$ cat config.mk
export PLATFORM = sky130hd
export DESIGN_NAME = stopwatch_bcd_display
export DESIGN_NICKNAME = d
export VERILOG_FILES = /design/src/rtl/stopwatch_bcd_display.sv
export SDC_FILE = /design/constraint.sdc
export NUM_CORES = 1
export LEC_CHECK = 0
export ABC_AREA = 1
export CAP_MARGIN = 20
export CORE_ASPECT_RATIO = 1.4
export CORE_UTILIZATION = 45
export CTS_CLUSTER_DIAMETER = 50
export DETAILED_ROUTE_END_ITERATION = 10
export GPL_ROUTABILITY_DRIVEN = 1
export SETUP_SLACK_MARGIN = 0.4
export SYNTH_ARGS = -nofsm -noshare
export SYNTH_HDL_FRONTEND = slang
export SYNTH_SLANG_ARGS = --single-unit
$ cat constraint.sdc
create_clock -name clk -period 3.35 [get_ports clk]
set_clock_uncertainty 0.2 [all_clocks]
set_input_delay 0.5025 -clock clk [delete_from_list [all_inputs] [get_ports clk]]
set_output_delay 0.5025 -clock clk [all_outputs]
set_load 0.01 [all_outputs]
$ cat src/rtl/stopwatch_bcd_display.sv
// stopwatch_bcd_display: BCD up/down stopwatch with lap hold and a multiplexed active-low 7-segment display.
module stopwatch_bcd_display #(
    parameter int NUM_DIGITS = 4,
    parameter int TICK_DIV   = 50000000,
    parameter int SCAN_DIV   = 4000,
    parameter bit BLANK_LZ   = 1'b1
) (
    input  logic                    clk,
    input  logic                    rst_n,
    input  logic                    btn_start,
    input  logic                    btn_clear,
    input  logic                    btn_lap,
    input  logic                    mode_down,
    input  logic [4*NUM_DIGITS-1:0] preload,
    output logic [6:0]              seg,
    output logic [NUM_DIGITS-1:0]   anode,
    output logic                    running,
    output logic                    done
);
    localparam int W  = 4 * NUM_DIGITS;
    localparam int TW = $clog2(TICK_DIV);
    localparam int SW = $clog2(SCAN_DIV);
    localparam int IW = $clog2(NUM_DIGITS);

    typedef enum logic [1:0] {IDLE, RUN, PAUSE, DONE} state_t;

    state_t         state, state_nx;
    logic [W-1:0]   count, count_nx, lap_reg, lap_nx, incd, decd, pre_bcd, disp;
    logic           lap_hold, lap_hold_nx, down_mode, down_nx;
    logic [TW-1:0]  tick_cnt, tick_nx;
    logic [SW-1:0]  scan_cnt;
    logic [IW-1:0]  idx, idx_nx;
    logic [2:0]     s_start, s_clear, s_lap;
    logic           start_e, clear_e, lap_e, tick, hit_zero, scan_wrap, blank;
    logic [3:0]     digit;
    logic [6:0]     seg_nx;

    function automatic logic [6:0] dec7(input logic [3:0] d);
        case (d)
            4'd0: dec7 = 7'b1000000;
            4'd1: dec7 = 7'b1111001;
            4'd2: dec7 = 7'b0100100;
            4'd3: dec7 = 7'b0110000;
            4'd4: dec7 = 7'b0011001;
            4'd5: dec7 = 7'b0010010;
            4'd6: dec7 = 7'b0000010;
            4'd7: dec7 = 7'b1111000;
            4'd8: dec7 = 7'b0000000;
            4'd9: dec7 = 7'b0010000;
            default: dec7 = 7'h7F;
        endcase
    endfunction

    assign start_e   = s_start[1] & ~s_start[2];
    assign clear_e   = s_clear[1] & ~s_clear[2];
    assign lap_e     = s_lap[1] & ~s_lap[2];
    assign tick      = (state == RUN) && (tick_cnt == TW'(TICK_DIV - 1));
    assign hit_zero  = tick && down_mode && (decd == '0);
    assign running   = (state == RUN);
    assign done      = (state == DONE);
    assign scan_wrap = (scan_cnt == SW'(SCAN_DIV - 1));
    assign idx_nx    = (idx == IW'(NUM_DIGITS - 1)) ? '0 : idx + 1'b1;
    assign disp      = lap_hold ? lap_reg : count;
    assign digit     = disp[{idx_nx, 2'b00} +: 4];
    assign blank     = BLANK_LZ && (idx_nx != '0) && ((disp >> {idx_nx, 2'b00}) == '0);
    assign seg_nx    = blank ? 7'h7F : dec7(digit);

    // Ripple carry/borrow across digits; preload digits above 9 saturate to 9.
    always_comb begin
        logic cy, bw;
        logic [3:0] d;
        cy = 1'b1;
        bw = 1'b1;
        d = '0;
        incd = '0;
        decd = '0;
        pre_bcd = '0;
        for (int i = 0; i < NUM_DIGITS; i++) begin
            d = count[4*i +: 4];
            incd[4*i +: 4] = cy ? ((d == 4'd9) ? 4'd0 : d + 4'd1) : d;
            decd[4*i +: 4] = bw ? ((d == 4'd0) ? 4'd9 : d - 4'd1) : d;
            cy = cy & (d == 4'd9);
            bw = bw & (d == 4'd0);
            pre_bcd[4*i +: 4] = (preload[4*i +: 4] > 4'd9) ? 4'd9 : preload[4*i +: 4];
        end
    end

    // Reaching zero while counting down wins over a simultaneous stop request.
    always_comb begin
        state_nx    = hit_zero ? DONE : state;
        count_nx    = tick ? (down_mode ? decd : incd) : count;
        lap_nx      = lap_reg;
        lap_hold_nx = lap_hold;
        down_nx     = down_mode;
        tick_nx     = (state == RUN) ? (tick ? '0 : tick_cnt + 1'b1) : tick_cnt;
        if (clear_e) begin
            state_nx    = IDLE;
            down_nx     = mode_down;
            count_nx    = mode_down ? pre_bcd : '0;
            lap_hold_nx = 1'b0;
            tick_nx     = '0;
        end else if (start_e) begin
            state_nx = (state == IDLE)  ? ((down_mode && count == '0) ? DONE : RUN) :
                       (state == PAUSE) ? RUN :
                       (state == RUN && !hit_zero) ? PAUSE : state_nx;
        end else if (lap_e && (state == RUN || state == PAUSE)) begin
            lap_hold_nx = !lap_hold;
            lap_nx      = lap_hold ? lap_reg : count;
        end
    end

    always_ff @(posedge clk or negedge rst_n) begin
        if (!rst_n) begin
            s_start   <= '0;
            s_clear   <= '0;
            s_lap     <= '0;
            state     <= IDLE;
            count     <= '0;
            lap_reg   <= '0;
            lap_hold  <= 1'b0;
            down_mode <= 1'b0;
            tick_cnt  <= '0;
            scan_cnt  <= '0;
            idx       <= '0;
            seg       <= 7'h7F;
            anode     <= '1;
        end else begin
            s_start   <= {s_start[1:0], btn_start};
            s_clear   <= {s_clear[1:0], btn_clear};
            s_lap     <= {s_lap[1:0], btn_lap};
            state     <= state_nx;
            count     <= count_nx;
            lap_reg   <= lap_nx;
            lap_hold  <= lap_hold_nx;
            down_mode <= down_nx;
            tick_cnt  <= tick_nx;
            scan_cnt  <= scan_wrap ? '0 : scan_cnt + 1'b1;
            if (scan_wrap) begin
                idx   <= idx_nx;
                seg   <= seg_nx;
                anode <= ~(NUM_DIGITS'(1) << idx_nx);
            end
        end
    end
endmodule

==> flow_summary.yaml <==
logic_synthesis:
  yosysSeqAreaShare_pct: 42.25
  ys_warn_count: 0
  synth_flop_cell: "dfrtp_1"
  synthTopCellsByCount: "nand2_1, inv_1, nor2_1"
  async_flop_share_pct: 100.0
  synth_area_leaders: "dfrtp_1, nand2_1, inv_1"
  netlist_area_mm2: 0.005718
  synth_top_area_share_pct: 37.20
  yosysTopAreaCell: "dfrtp_1"
  synth_cell_types: 48
  synth_most_common_cell: "nand2_1"
  synth_cells: 783
  syn_area_per_cell_um2: 7.303
  synth_edf_count: 0
  syn-num-nets: 821
  ys_ff_latch: 96
cells_and_area:
  nets: 859
  n_fill_cell: 1217
  area_delta_synth_final_pct: 14.88
  stdcell_area_mm2: 0.006569
  layout-drive-gt1-share_pct: 8.717
  largest_reg_flops: 26
  regArea_mm2: 0.002419
  multi_input_area_mm2: 0.002853
  antennaDiodeCount: 0
critical_path:
  rr_endpoint: "seg[3]$_DFFE_PN1N_"
  start_kind: "register"
  path_depth: 14
  cp_cell_sequence: "ha_1 -> nor2_4 -> inv_2 -> o21ai_0 -> o21bai_1 -> o21ai_2 -> inv_1 -> ha_1 -> nand4_1 -> a21oi_1 -> o21ai_1 -> nand2_1 -> nor2_1 -> nor2_1"
  cp.required_ns: 3.44
  cpPeakStageDelay_ns: 0.46
  slowest_stage: "dfrtp_2"
  path_max_fanout: 10
  critPathCaptureType: "register"
  crit_type: "reg2reg"
  reg2regPathDepth: 14
  crit_path_end: "seg[3]$_DFFE_PN1N_"
  worst_ep_arrival_time_ns: 2.77
  r2r_setup_slack_ns: 0.67
  crit_start: "idx[0]$_DFFE_PN0N_"
  cp_num_buf_inv: 2
  critical-path-top-delay-family: "compound AO/OA/AOI/OAI gates"
  regToRegStartpoint: "idx[0]$_DFFE_PN0N_"
timing:
  hold_viol_final: 23
  rsz0062_at_grt: "false"
  fin_crit_sh_pct: 80.02
  worst_pin_slew_ns: 0.6224
  finalSetupTns_ns: 0
  finalSetupViolations: 0
  worst_slack_ns: 0.6694
  slew_headroom_pct: 58.15
  slew_violations: 0
  hold_ws_ns: -0.03720
  period_needed_ns: 2.681
  max_freq_mhz: 373.0
floorplanning:
  ios: 35
  core_mm2: 0.01237
  die_w_um: 97.27
  num_rows: 48
  die-area_mm2: 0.01317
  start_util_pct: 46.22
  die_h_um: 135.4
cts:
  hold_buffers: 0
  cts_tree: "yes"
  h-tree-depth: 3
  cts_made_buffers: 9
  ctsLongestPathBuffers: 2
  path_clk_slew_ns: 0.07
  cts.sinks: 96
  insertion_delay_ns: 0.35
  root_buffer: "clkbuf_16"
placed_design:
  gp_congestion: 0.8397
  place_hpwl_um: 10160
  pre_cts_slack_ns: 0.4858
  portBuffers: 34
  dpl_cell_area_mm2: 0.006240
power_and_ir_drop:
  leakage_nw: 3.045
  vdd.ir_drop.worst_uv: 323.2
  power_density_mw_per_mm2: 599.4
global_routing:
  overflow: 0
  antenna_found_initial: 0
  grt_pass1_wl_um: 23260
  grt_max_degree: 97
  grt_pass1_vias: 4987
  grt_usage_pct: 21.89
routing:
  firstDrtPassIters: 5
  ant_nets: 0
  drt_iter0_drc: 255
  viasPerCell: 5.213
  routed-via-count: 5088
  wl_um: 13630
  drc: 0
  routedWlPerCell_um: 13.97
worst_hold_path:
  hp-class: "in2async"
job:
  cap_violations: 0
status:
  failed_checks: "negative hold slack"
  status: "finished with violations"
## layout make-up
class,instances,share of cell area [%]
tap,150,2.857
timing repair buffer,41,6.133
multi-input combinational,568,43.43
sequential,96,36.82
inverter,105,6.000
clock inverter,7,1.333
clock buffer,9,3.429
## worst min-delay path by stage
stage	from	to	slack (ns)
after global placement	s_start[0]$_DFF_PN0_	s_start[1]$_DFF_PN0_	0.14
after detailed placement	s_start[0]$_DFF_PN0_	s_start[1]$_DFF_PN0_	0.14
after floorplan	rst_n	count[0]$_DFFE_PN0P_	0.007
final	rst_n	tick_cnt[4]$_DFFE_PN0P_	-0.04
after global routing	rst_n	tick_cnt[5]$_DFFE_PN0P_	0.03
after CTS	rst_n	tick_cnt[6]$_DFFE_PN0P_	0.03
## cell usage in the layout, fill, tap and decap left out, types with 3 or more instances in the layout
cell / n
a21oi_1: 30
a221oi_1: 3
a31oi_1: 6
buf_4: 7
clkbuf_16: 9
clkdlybuf4s50_1: 33
dfrtp_1: 83
dfstp_2: 11
ha_1: 16
inv_1: 99
inv_2: 5
nand2_1: 205
nand2_2: 6
nand3_1: 39
nand4_1: 7
nor2_1: 95
nor2_2: 5
nor2_4: 7
nor3_1: 21
nor4_1: 3
o211ai_1: 3
o21a_1: 4
o21ai_0: 65
o21ai_1: 11
o21ai_2: 4
o21bai_1: 3
o311ai_0: 3
o31ai_1: 4
xor2_1: 5
## repair_timing
item	CTS	global route
setup endpoints to repair	0	9
gates resized for setup	0	6
buffers inserted	0	0
## power by group
group | switching (mW) | total [mW] | leakage [nW] | internal (mW)
clock | 0.496 | 1.09 | 0.151 | 0.595
combinational | 0.849 | 1.29 | 1.68 | 0.442
sequential | 0.202 | 1.56 | 1.21 | 1.35
## logic make-up (layout without fill, tap and decap cells)
kind of cell               count (synthesis)  in the layout  share of synthesized area [%]
xor gates and xnor gates                   5              5                         0.7658
adders and majority gates                 16             16                          3.501
and+or+nand+nor                          400            400                          30.33
buffers and inverters                    119            162                          8.096
AOI/OAI and AO/OA                        147            147                          15.06
DFF                                       96             96                          42.25
## per-layer routing
layer / GRT usage, % / share of wire (%)
met4: 7.761 / 2.0
met2: 38.11 / 49
met3: 3.457 / 3.0
met1: 27.62 / 46
met5: 0 / 0
## per-stage QoR
step	hold slack [ns]	cells	utilization [%]	total power [mW]
floorplan	0.006909	783	-	2.497
CTS	0.02767	976	52.96	3.947
finish	-0.03720	976	53.09	3.937
detailed placement	0.1364	960	50.43	2.843
global placement	0.1446	960	50.43	2.824
global route	0.02947	976	53.09	4.238
## worst reg2reg max path: stages (launching register included)
cell and delay, ns:
dfrtp_2 0.46, ha_1 0.25, nor2_4 0.20, inv_2 0.12
o21ai_0 0.16, o21bai_1 0.14, o21ai_2 0.12, inv_1 0.12
ha_1 0.18, nand4_1 0.09, a21oi_1 0.13, o21ai_1 0.10
nand2_1 0.18, nor2_1 0.07, nor2_1 0.10
Note: power is estimated with default switching activity, not from simulation.
